===== src/rtl/multicycle_pkg.sv =====
// Shared definitions for the multi-cycle MIPS control unit: opcodes, FSM states, mux codes, control word.
// MULTICYCLE_ADDI_EN adds ADDI decoding through EXEC_I/I_WB.
package multicycle_pkg;

    localparam int unsigned OPC_W   = 6;
    localparam int unsigned ST_BITS = 4;

    localparam logic [OPC_W-1:0] OP_RTYPE = 6'b000000;
    localparam logic [OPC_W-1:0] OP_LW    = 6'b100011;
    localparam logic [OPC_W-1:0] OP_SW    = 6'b101011;
    localparam logic [OPC_W-1:0] OP_BEQ   = 6'b000100;
    localparam logic [OPC_W-1:0] OP_J     = 6'b000010;
    localparam logic [OPC_W-1:0] OP_ADDI  = 6'b001000;

    typedef enum logic [ST_BITS-1:0] {
        S_FETCH    = 4'd0,
        S_DECODE   = 4'd1,
        S_MEM_ADDR = 4'd2,
        S_MEM_RD   = 4'd3,
        S_MEM_WB   = 4'd4,
        S_MEM_WR   = 4'd5,
        S_EXEC_R   = 4'd6,
        S_R_WB     = 4'd7,
        S_BRANCH   = 4'd8,
        S_JUMP     = 4'd9,
        S_EXEC_I   = 4'd10,
        S_I_WB     = 4'd11
    } state_t;

    localparam logic [1:0] ALU_ADD   = 2'b00;
    localparam logic [1:0] ALU_SUB   = 2'b01;
    localparam logic [1:0] ALU_FUNCT = 2'b10;

    localparam logic [1:0] SRCB_RT     = 2'b00;
    localparam logic [1:0] SRCB_FOUR   = 2'b01;
    localparam logic [1:0] SRCB_IMM    = 2'b10;
    localparam logic [1:0] SRCB_IMM_SH = 2'b11;

    localparam logic [1:0] PCS_ALU    = 2'b00;
    localparam logic [1:0] PCS_ALUOUT = 2'b01;
    localparam logic [1:0] PCS_JUMP   = 2'b10;

    typedef struct packed {
        logic       mem_req;
        logic       iord;
        logic       ir_we;
        logic       pc_we;
        logic       reg_we;
        logic       dm_we;
        logic       mem_to_reg;
        logic       reg_dst;
        logic       alu_src_a;
        logic [1:0] alu_src_b;
        logic [1:0] alu_op;
        logic [1:0] pc_src;
        logic       illegal;
    } ctrl_t;

    // Opcodes the FSM knows how to sequence; anything else raises illegal in DECODE.
    function automatic logic op_legal(input logic [OPC_W-1:0] op);
        logic ok;
        ok = (op == OP_RTYPE) || (op == OP_LW) || (op == OP_SW) ||
             (op == OP_BEQ)   || (op == OP_J);
`ifdef MULTICYCLE_ADDI_EN
        ok = ok || (op == OP_ADDI);
`endif
        return ok;
    endfunction

endpackage


===== src/rtl/multicycle_out_dec.sv =====
// Moore control-word decoder: maps the current state (plus ready/zero qualifiers) to datapath controls.
// MULTICYCLE_ADDI_EN enables the EXEC_I/I_WB control words.
module multicycle_out_dec
    import multicycle_pkg::*;
(
    input  state_t state_i,
    input  logic   rdy_i,
    input  logic   zero_i,
    input  logic   legal_i,
    output ctrl_t  ctrl_o
);

    always_comb begin
        ctrl_o = '0;
        case (state_i)
            S_FETCH: begin
                ctrl_o.mem_req   = 1'b1;
                ctrl_o.alu_src_b = SRCB_FOUR;
                ctrl_o.ir_we     = rdy_i;
                ctrl_o.pc_we     = rdy_i;
            end
            S_DECODE: begin
                ctrl_o.alu_src_b = SRCB_IMM_SH;
                ctrl_o.illegal   = ~legal_i;
            end
            S_MEM_ADDR: begin
                ctrl_o.alu_src_a = 1'b1;
                ctrl_o.alu_src_b = SRCB_IMM;
            end
            S_MEM_RD: begin
                ctrl_o.mem_req = 1'b1;
                ctrl_o.iord    = 1'b1;
            end
            S_MEM_WB: begin
                ctrl_o.reg_we     = 1'b1;
                ctrl_o.mem_to_reg = 1'b1;
            end
            S_MEM_WR: begin
                ctrl_o.mem_req = 1'b1;
                ctrl_o.iord    = 1'b1;
                ctrl_o.dm_we   = rdy_i;
            end
            S_EXEC_R: begin
                ctrl_o.alu_src_a = 1'b1;
                ctrl_o.alu_src_b = SRCB_RT;
                ctrl_o.alu_op    = ALU_FUNCT;
            end
            S_R_WB: begin
                ctrl_o.reg_we  = 1'b1;
                ctrl_o.reg_dst = 1'b1;
            end
            S_BRANCH: begin
                ctrl_o.alu_src_a = 1'b1;
                ctrl_o.alu_src_b = SRCB_RT;
                ctrl_o.alu_op    = ALU_SUB;
                ctrl_o.pc_src    = PCS_ALUOUT;
                ctrl_o.pc_we     = zero_i;
            end
            S_JUMP: begin
                ctrl_o.pc_src = PCS_JUMP;
                ctrl_o.pc_we  = 1'b1;
            end
`ifdef MULTICYCLE_ADDI_EN
            S_EXEC_I: begin
                ctrl_o.alu_src_a = 1'b1;
                ctrl_o.alu_src_b = SRCB_IMM;
                ctrl_o.alu_op    = ALU_ADD;
            end
            S_I_WB: begin
                ctrl_o.reg_we = 1'b1;
            end
`endif
            default: ctrl_o = '0;
        endcase
    end

endmodule


===== src/rtl/multicycle_ctrl.sv =====
// Multi-cycle MIPS control FSM: state register and next-state logic; controls come from multicycle_out_dec.
// MULTICYCLE_ADDI_EN adds the ADDI path DECODE -> EXEC_I -> I_WB -> FETCH.
module multicycle_ctrl
    import multicycle_pkg::*;
#(
    parameter int unsigned OP_W    = 6,
    parameter int unsigned FUNCT_W = 6,
    parameter int unsigned ST_W    = 4
) (
    input  logic               clk_i,
    input  logic               rst_n,
    input  logic [OP_W-1:0]    OP,
    input  logic [FUNCT_W-1:0] funct,
    input  logic               zero_i,
    input  logic               mem_ready_i,
    output logic               mem_req_o,
    output logic               IorD,
    output logic               IR_WE,
    output logic               PC_WE,
    output logic               Reg_WE,
    output logic               DM_WE,
    output logic               MEM_to_REG,
    output logic               REG_Dst,
    output logic               ALU_src_A,
    output logic [1:0]         ALU_src_B,
    output logic [1:0]         ALU_OP,
    output logic [1:0]         PC_src,
    output logic               illegal_o,
    output logic [ST_W-1:0]    state_o
);

    state_t           state_q;
    state_t           state_d;
    logic [OPC_W-1:0] op_c;
    logic             rdy_c;
    ctrl_t            ctrl_c;
    logic             unused_funct;

    assign op_c         = OPC_W'(OP);
    assign unused_funct = ^funct;
    // Forcing ready low under reset keeps every write enable quiet while rst_n is asserted.
    assign rdy_c        = mem_ready_i & rst_n;

    always_ff @(posedge clk_i or negedge rst_n) begin
        if (!rst_n) state_q <= S_FETCH;
        else        state_q <= state_d;
    end

    always_comb begin
        state_d = S_FETCH;
        case (state_q)
            S_FETCH:    state_d = mem_ready_i ? S_DECODE : S_FETCH;
            S_DECODE: begin
                case (op_c)
                    OP_RTYPE:     state_d = S_EXEC_R;
                    OP_LW, OP_SW: state_d = S_MEM_ADDR;
                    OP_BEQ:       state_d = S_BRANCH;
                    OP_J:         state_d = S_JUMP;
`ifdef MULTICYCLE_ADDI_EN
                    OP_ADDI:      state_d = S_EXEC_I;
`endif
                    default:      state_d = S_FETCH;
                endcase
            end
            S_MEM_ADDR: state_d = (op_c == OP_LW) ? S_MEM_RD : S_MEM_WR;
            S_MEM_RD:   state_d = mem_ready_i ? S_MEM_WB : S_MEM_RD;
            S_MEM_WB:   state_d = S_FETCH;
            S_MEM_WR:   state_d = mem_ready_i ? S_FETCH : S_MEM_WR;
            S_EXEC_R:   state_d = S_R_WB;
            S_R_WB:     state_d = S_FETCH;
            S_BRANCH:   state_d = S_FETCH;
            S_JUMP:     state_d = S_FETCH;
`ifdef MULTICYCLE_ADDI_EN
            S_EXEC_I:   state_d = S_I_WB;
            S_I_WB:     state_d = S_FETCH;
`endif
            default:    state_d = S_FETCH;
        endcase
    end

    multicycle_out_dec u_out_dec (
        .state_i (state_q),
        .rdy_i   (rdy_c),
        .zero_i  (zero_i),
        .legal_i (op_legal(op_c)),
        .ctrl_o  (ctrl_c)
    );

    assign mem_req_o  = ctrl_c.mem_req;
    assign IorD       = ctrl_c.iord;
    assign IR_WE      = ctrl_c.ir_we;
    assign PC_WE      = ctrl_c.pc_we;
    assign Reg_WE     = ctrl_c.reg_we;
    assign DM_WE      = ctrl_c.dm_we;
    assign MEM_to_REG = ctrl_c.mem_to_reg;
    assign REG_Dst    = ctrl_c.reg_dst;
    assign ALU_src_A  = ctrl_c.alu_src_a;
    assign ALU_src_B  = ctrl_c.alu_src_b;
    assign ALU_OP     = ctrl_c.alu_op;
    assign PC_src     = ctrl_c.pc_src;
    assign illegal_o  = ctrl_c.illegal;
    assign state_o    = ST_W'(state_q);

endmodule

===== config.mk =====
export PLATFORM = sky130hd
export DESIGN_NAME = multicycle_ctrl
export DESIGN_NICKNAME = d
export VERILOG_FILES = /design/src/rtl/multicycle_pkg.sv /design/src/rtl/multicycle_out_dec.sv /design/src/rtl/multicycle_ctrl.sv
export SDC_FILE = /design/constraint.sdc
export NUM_CORES = 1
export LEC_CHECK = 0
export CAP_MARGIN = 20
export CORE_MARGIN = 3
export CORE_UTILIZATION = 36
export CTS_CLUSTER_DIAMETER = 30
export DETAILED_ROUTE_END_ITERATION = 10
export PLACE_DENSITY_LB_ADDON = 0.12
export SLEW_MARGIN = 15
export SYNTH_ARGS = -nofsm -noshare
export SYNTH_HDL_FRONTEND = slang
export SYNTH_SLANG_ARGS = --single-unit

===== constraint.sdc =====
create_clock -name clk_i -period 3.28 [get_ports clk_i]
set_clock_uncertainty 0.05 [all_clocks]
set_input_delay 0.656 -clock clk_i [delete_from_list [all_inputs] [get_ports clk_i]]
set_output_delay 0.656 -clock clk_i [all_outputs]
set_load 0.1 [all_outputs]

# == Word level (Yosys, flattened, before mapping) ==
# Cells that the tools add are included.
# word_totals
reg_bits,4
input_bits,16
# classes
eq_ne,13
muxes,19
bitwise,2
n_reduce_logical,11
# ops
op,count
4-bit one-hot mux with 6 select lines,1
"4-bit by 3-bit == test with 1-bit output, second input constant",4
4-bit one-hot mux with 4 select lines,1
"6-bit == test, second input constant",2
1-bit two-way mux,10
3-bit two-way mux,3
"4-bit by 2-bit == test with 1-bit output, second input constant",2
"4-bit == test, second input constant",2
2-bit one-hot mux with 2 select lines,2
"6-bit by 2-bit == test with 1-bit output, second input constant",1
"6-bit by 3-bit == test with 1-bit output, second input constant",1
6-bit zero test,1
2-bit one-hot mux with 3 select lines,1
2-bit OR reduction,3
3-bit OR reduction,2
"4-bit by 1-bit == test with 1-bit output, second input constant",1
4-bit zero test,1
1-bit logical OR,4
1-bit one-hot mux with 3 select lines,1
1-bit AND,1
1-bit inverter,1

# == Logic depth before layout (Yosys ltp) ==
# Gate-level depths: netlist of the first run.
# logic_depth
ltp_word,7
mapped_depth,5

# == Cells and area by module ==
# A second synthesis of the first run with hierarchy kept.
# hier_totals
hier_cells,64
area_unflattened_um2,490.5
# by_module_without_submodules
mod,instances,cells_per_inst,area_per_inst_um2
multicycle_ctrl,1,35,302.8
multicycle_out_dec,1,29,187.7

# == Least setup slack after synthesis of the first run ==
# Ideal clock, no wire load.
# synth_path
kind,reg-to-output
start,register state_q[3] (netlist: state_o[3])
end,output port ALU_OP[0]
arrival_time_ns,4.390
required_ns,2.574
setup_slack_ns,-1.816
path_stages_with_launch,3
path_cell_list,dfrtp_1 -> buf_2 -> nor4b_1
# synth_between
elab_chain_len,2
word_cells_on_any_way,3
classes_between,eq/ne (2); mux (1)
# synth_lines
element,line,rtl
"start, declared",multicycle_ctrl.sv:32,state_t state_q;
"start signal, assigned",multicycle_ctrl.sv:46,else state_q <= state_d;
4-bit == test or 4-bit by 3-bit == test with 1-bit output (tied branches),multicycle_out_dec.sv:15,case (state_i)
2-bit one-hot mux with 2 select lines *,multicycle_out_dec.sv:15,
"end, declared",multicycle_ctrl.sv:26,"output logic [1:0] ALU_OP,"
# Mark *: on every way between the ends. The rest lies on a longest branch, timed or not.

# == Worst setup path after layout of the first run ==
# layout_path
start,input port OP[1]
end,output port illegal_o
# layout_between
elab_chain_len,7
word_cells_on_any_way,11
classes_between,eq/ne (4); mux (1); bitwise (1); reduce/logical (5)
# layout_lines
element,line,rtl
"start, declared",multicycle_ctrl.sv:12,"input logic [OP_W-1:0] OP,"
6-bit == test or 6-bit zero test (tied branches),multicycle_pkg.sv:62,ok = (op == OP_RTYPE) || (op == OP_LW) || (op == OP_SW) ||
1-bit logical OR (3 in a row),multicycle_pkg.sv:62,
1-bit logical OR *,multicycle_pkg.sv:63,(op == OP_BEQ) || (op == OP_J);
1-bit inverter *,multicycle_out_dec.sv:24,ctrl_o.illegal = ~legal_i;
1-bit two-way mux *,multicycle_out_dec.sv:15,
"end, declared",multicycle_ctrl.sv:28,"output logic illegal_o,"
# Marked as above.

==> metrics, run 1 <==
outcome=complete, no violations; row cnt=13; post-synth top area share=19.4%; syn nets=85; leakage=0.000351 uW; fin worst setup slack=433 ps; Synth area leader=dfrtp_1; main area contributors after synthesis=dfrtp_1 19%, nor2_1 8.0%, buf_2 4.9%; Arr. time, crit path=2140 ps; Vias/cell=5.43; number of synthesized flops with an enable pin=0; Peak VDD IR=0.250 mV; Critical-path top delay cell=clkdlybuf4s50_1; I/O Pins=36; Sequential Power Share=21.9%; metal3 WL=84 um; final core occ=66.5%; worst setup path class=primary input to primary output; Area Growth Syn to Fin=69.9%; Setup WS pre-CTS=434 ps; synthesized instance count=69; clk_lat worst skew=230 ps; Sinks on Clock Net=4; minimum clock period=2850 ps; # port buffers=29; Clk pin slew, worst setup/hold paths=40 ps; sw frac=51.4%; Cell Pwr Density=344 nW/um^2; CTS Hold Bufs=0; final setup TNS=0 ps; Worst Max-Slew Pin Slew=467 ps; routability cong.=0.832; WL final=1410 um; root buffer cell=clkbuf_4; vias in the first global route=548; final period utilization=86.8%; synthesized area=515 um^2; CP Max Fanout=5; Slew Limit Fails=0; setup bufs post-CTS=0; Max Used Layer=met3; Yosys reg bits=4; Fin Hold WS=599 ps; Vert. Die Dim=43.8 um; Critical Path Source Type=primary input; initial DRC count=13; ys async rst share=100%; share of cells above drive strength 1=42.1%; first-pass GRT wire length=2280 um; gr ovfl total=0; fmax=0.351 GHz; CP Cell Sequence=clkdlybuf4s50_1 > nor4_1 > o21ai_0 > and3_1 > buf_12; nets=113; maxcap violations=0; initial antenna violation count=0; Fill cells=119; Internal=147 uW; global router's overall resource usage=15.4%; Initial Util=39.1%; post-route antenna net violation count=0; core area=1320 um^2; max FFs per register=4; FF/Latch Area=108 um^2; ant diodes=0; CTS H-Tree Depth=1; Buf/Inv on CP=2; Die Wd=43.8 um; Clock Path Buffers=2; total CTS buffers=3; Top delay family on crit path=simple AND/OR/NAND/NOR gates; combinational power share=57.7%; Req. time, crit path=2570 ps; most frequent cells in the layout=16 x buf_4, 9 x nor2_1, 9 x clkdlybuf4s50_1, 4 x nand2_1, 4 x buf_12; CTS tree=done; Rel. slew slack=68.4%; Hold Path Class=primary input to async pin; Post-CTS Resized=0; Setup Viol. Count Final=0; CP peak stage delay=490 ps; Seq/Total Area, Yosys=19.4%; Residual DRC=0; Clk pwr share=20.4%; YS warnings=0; Overall Power=301 uW; 1st-pass router iterations=4; Met2 Wirelength=668 um; Wirelength per Cell=12.8 um; RSZ-0062 raised after global routing=no; Metal-1 WL=659 um; full die area=1920 um^2; final hold viol count=0; detailed-route via count=597; commonest non-fill, non-tap cell in the layout=buf_4; Multi-input gate area=433 um^2; switching component of the power=155 uW; largest net degree at the start of global routing=20; top_reg_cell synth=dfrtp_1; Worst setup EP type=primary output; Synth cell types=32; hpwl dp=1030 um; syn avg cell area=7.47 um^2
[worst paths after layout]
kind / slack [ps] / endpoint / depth (start not counted) / startpoint
worst max-delay path: 430 / illegal_o / 5 / OP[1]
min in group clk_i: 670 / state_o[2] / 1 / state_o[3]
worst min register to register: 670 / state_o[2] / 1 / state_o[3]
worst max register to register: 1730 / state_o[2] / 3 / state_o[2]
worst min-delay path: 600 / state_o[2] / 1 / rst_n
max in group asynchronous: 2360 / state_o[0] / 1 / rst_n
[synthesized netlist by cell type (2+ instances only)]
master,count
dfrtp_1,4
nand2_1,4
nor2b_1,3
nand3_1,3
xnor2_1,2
o21ai_0,3
a21o_1,2
and3_1,2
nor2_1,11
a21oi_1,2
nor3_1,4
nand2b_1,2
mux2i_1,2
o221ai_1,2
nor4b_1,2
buf_2,5
[power groups by stage]
| stage | combinational [uW] | clock (uW) | sequential [uW] |
|---|---|---|---|
| 6_report | 174 | 61.5 | 66.0 |
| 5_1_grt | 181 | 63.9 | 67.7 |
| 2_1_floorplan | 121 | 0 | 73.3 |
| 3_5_place_dp | 174 | 0 | 66.5 |
| 3_3_place_gp | 174 | 0 | 66.4 |
| 4_1_cts | 175 | 62.9 | 65.9 |
[layout make-up]
type | count | share of cell area, %
inverters | 1 | 0.429
clock buffers | 3 | 2.57
repair buffers | 29 | 33.1
multi-input cells | 58 | 49.4
well taps | 15 | 2.14
flip-flops and latches | 4 | 12.3
[logic make-up after synthesis]
family | synth area share [%]
buffers and inverters | 7.04
AND/OR/NAND/NOR | 48.8
flip-flops | 19.4
XOR/XNOR | 5.10
multiplexers | 3.88
AO/OA/AOI/OAI | 15.8
[metal layers]
metal / vias to the layer above / track usage, %
li1: 310 / -
met1: 270 / 21.4
met2: 17 / 22.1
met3: 0 / 0.415
met4: 0 / 12.0
met5: - / 0
[through the flow]
stage / area (um^2) / cells
after floorplan: 583 / 69
after global placement: 853 / 107
after detailed placement: 853 / 107
after CTS: 876 / 110
after global routing: 876 / 110
final: 876 / 110
Note: power is estimated with default switching activity, not from simulation.
==> run 2, diff against run 1 <==
- CORE_UTILIZATION: 36 -> 34
- clock period: 3.28 -> 2.8 ns (I/O delays scaled with it)
==> run 2 against run 1 <==
  * Power grew 26%
  * Setup slack lost 170 ps
  * Via count grew 5.4%
  * Die area grew 5.1%
  * Sequential share of layout area shrank 1.4 points
  * Critical endpoint unchanged
  * Largest cell class unchanged
  * Highest routed layer is now met4
==> metrics, run 2 (synthesis gave the netlist of run 1 again) <==
outcome=complete, no violations (unchanged); minimum clock period=2540 ps; maxcap violations=0 (unchanged); Buf/Inv on CP=2 (unchanged); Vert. Die Dim=44.9 um (was 43.8 um); Area Growth Syn to Fin=92.5% (was 69.9%); final period utilization=90.6%; Internal=189 uW (was 147 uW); Rel. slew slack=70.3% (was 68.4%); fin worst setup slack=262 ps (was 433 ps); Cell Area, Placed=970 um^2 (was 853 um^2); I/O Pins=36 (unchanged); CTS tree=done (unchanged); Initial Util=37.7% (was 39.1%); first-pass GRT wire length=2430 um (was 2280 um); hpwl dp=1170 um (was 1030 um); Sequential Power Share=20.6% (was 21.9%); Residual DRC=0 (unchanged); CTS Hold Bufs=0 (unchanged); Finished Cell Area=992 um^2 (was 876 um^2); row cnt=13 (unchanged); Clk pwr share=19.6% (was 20.4%); Post-CTS Resized=0 (unchanged); Wirelength per Cell=13.5 um (was 12.8 um); Req. time, crit path=2190 ps (was 2570 ps); CP peak stage delay=500 ps (was 490 ps); # port buffers=29 (unchanged); Vias/cell=5.72 (was 5.43); Die Wd=44.9 um (was 43.8 um); routability cong.=0.796 (was 0.832); Clock Path Buffers=2 (unchanged); largest net degree at the start of global routing=20 (unchanged); core area=1370 um^2 (was 1320 um^2); initial antenna violation count=0 (unchanged); Arr. time, crit path=1930 ps (was 2140 ps); combinational power share=59.8% (was 57.7%); Critical-path top delay cell=clkdlybuf4s50_1 (unchanged); 1st-pass router iterations=4 (unchanged); full die area=2020 um^2 (was 1920 um^2); RSZ-0062 raised after global routing=no (unchanged); Cell Pwr Density=384 nW/um^2 (was 344 nW/um^2); Peak VDD IR=0.268 mV (was 0.250 mV); Hold Path Class=primary input to async pin (unchanged); leakage=0.000374 uW (was 0.000351 uW); Critical Path Source Type=primary input (unchanged); most frequent cells in the layout=10 x buf_12, 10 x buf_4, 9 x clkdlybuf4s50_1, 6 x nor2_1, 4 x nand2_1 (was 16 x buf_4, 9 x nor2_1, 9 x clkdlybuf4s50_1, 4 x nand2_1, 4 x buf_12); ant diodes=0 (unchanged); worst setup path class=primary input to primary output (unchanged); CTS H-Tree Depth=1 (unchanged); Worst setup EP type=primary output (unchanged); post-route insts no fill=110 (unchanged); vias in the first global route=516 (was 548); fmax=0.394 GHz; final hold viol count=0 (unchanged); detailed-route via count=629 (was 597); Top delay family on crit path=buffers and inverters (was simple AND/OR/NAND/NOR gates); initial DRC count=12 (was 13); CP Cell Sequence=clkdlybuf4s50_1 > nor4_1 > o21ai_0 > and3_1 > buf_12 (unchanged); clk_lat worst skew=240 ps (was 230 ps); WL final=1480 um (was 1410 um); root buffer cell=clkbuf_4 (unchanged); Fill cells=107 (was 119); share of cells above drive strength 1=46.3% (was 42.1%); CP Max Fanout=5 (unchanged); flop2flop setup slack=1250 ps (was 1730 ps); Clk pin slew, worst setup/hold paths=40 ps (about the same); sw frac=50.5% (was 51.4%); setup bufs post-CTS=0 (unchanged); Setup WS pre-CTS=270 ps (was 434 ps); Slew Limit Fails=0 (unchanged); Worst Max-Slew Pin Slew=439 ps (was 467 ps); switching component of the power=192 uW (was 155 uW); gr ovfl total=0 (unchanged); Setup Viol. Count Final=0 (unchanged); max FFs per register=4 (unchanged); total CTS buffers=3 (unchanged); post-route antenna net violation count=0 (unchanged); global router's overall resource usage=17.3% (was 15.4%); Sinks on Clock Net=4 (unchanged); nets=113 (unchanged); Inst Count DP=107 (unchanged)
run 2: cell counts in the layout (fill, tap and decap cells not counted):
Identical to the previous run, type by type.
run 2: area by class of cell:
class                      instances  area [um^2]  share of cell area, %
clock buffer                       3         22.5                   2.27
sequential                         4          108                   10.8
tap                               15         18.8                   1.89
inverter                           1         3.75                  0.378
multi-input combinational         58          474                   47.8
timing repair buffer              29          365                   36.8
run 2: through the flow:
step | setup TNS, ps | power (uW) | util, % | hold slack (ps)
detailed placement | 0 | 308 | 71.0 | 682
CTS | 0 | 386 | 72.6 | 504
global placement | 0 | 306 | 71.0 | 685
floorplan | -409 | 239 | - | 214
finish | 0 | 381 | 72.6 | 504
global route | 0 | 401 | 72.6 | 500
run 2: path summary, 6_finish.rpt:
path,start,endpoint,cells after the start
min in group clk_i,state_o[3],state_o[2],1
min,rst_n,state_o[1],1
max in group asynchronous,rst_n,state_o[0],1
max reg2reg,state_o[2],state_o[2],3
min reg2reg,state_o[3],state_o[2],1
max,OP[1],illegal_o,5
run 2: power groups by stage:
stage	Combinational, uW	Sequential (uW)	Clock, uW
after CTS	229	78.4	78.1
final	228	78.4	74.6
after detailed placement	229	79.3	0
after global routing	236	80.2	84.2
after global placement	227	78.7	0
after floorplan	153	85.9	0
run 2: routing by layer:
layer	up-vias	wire [um]	track usage [%]
met5	-	0	0
met4	0	48	14.0
met3	5	124	6.37
met2	30	719	24.0
met1	288	590	21.0
li1	306	-	-
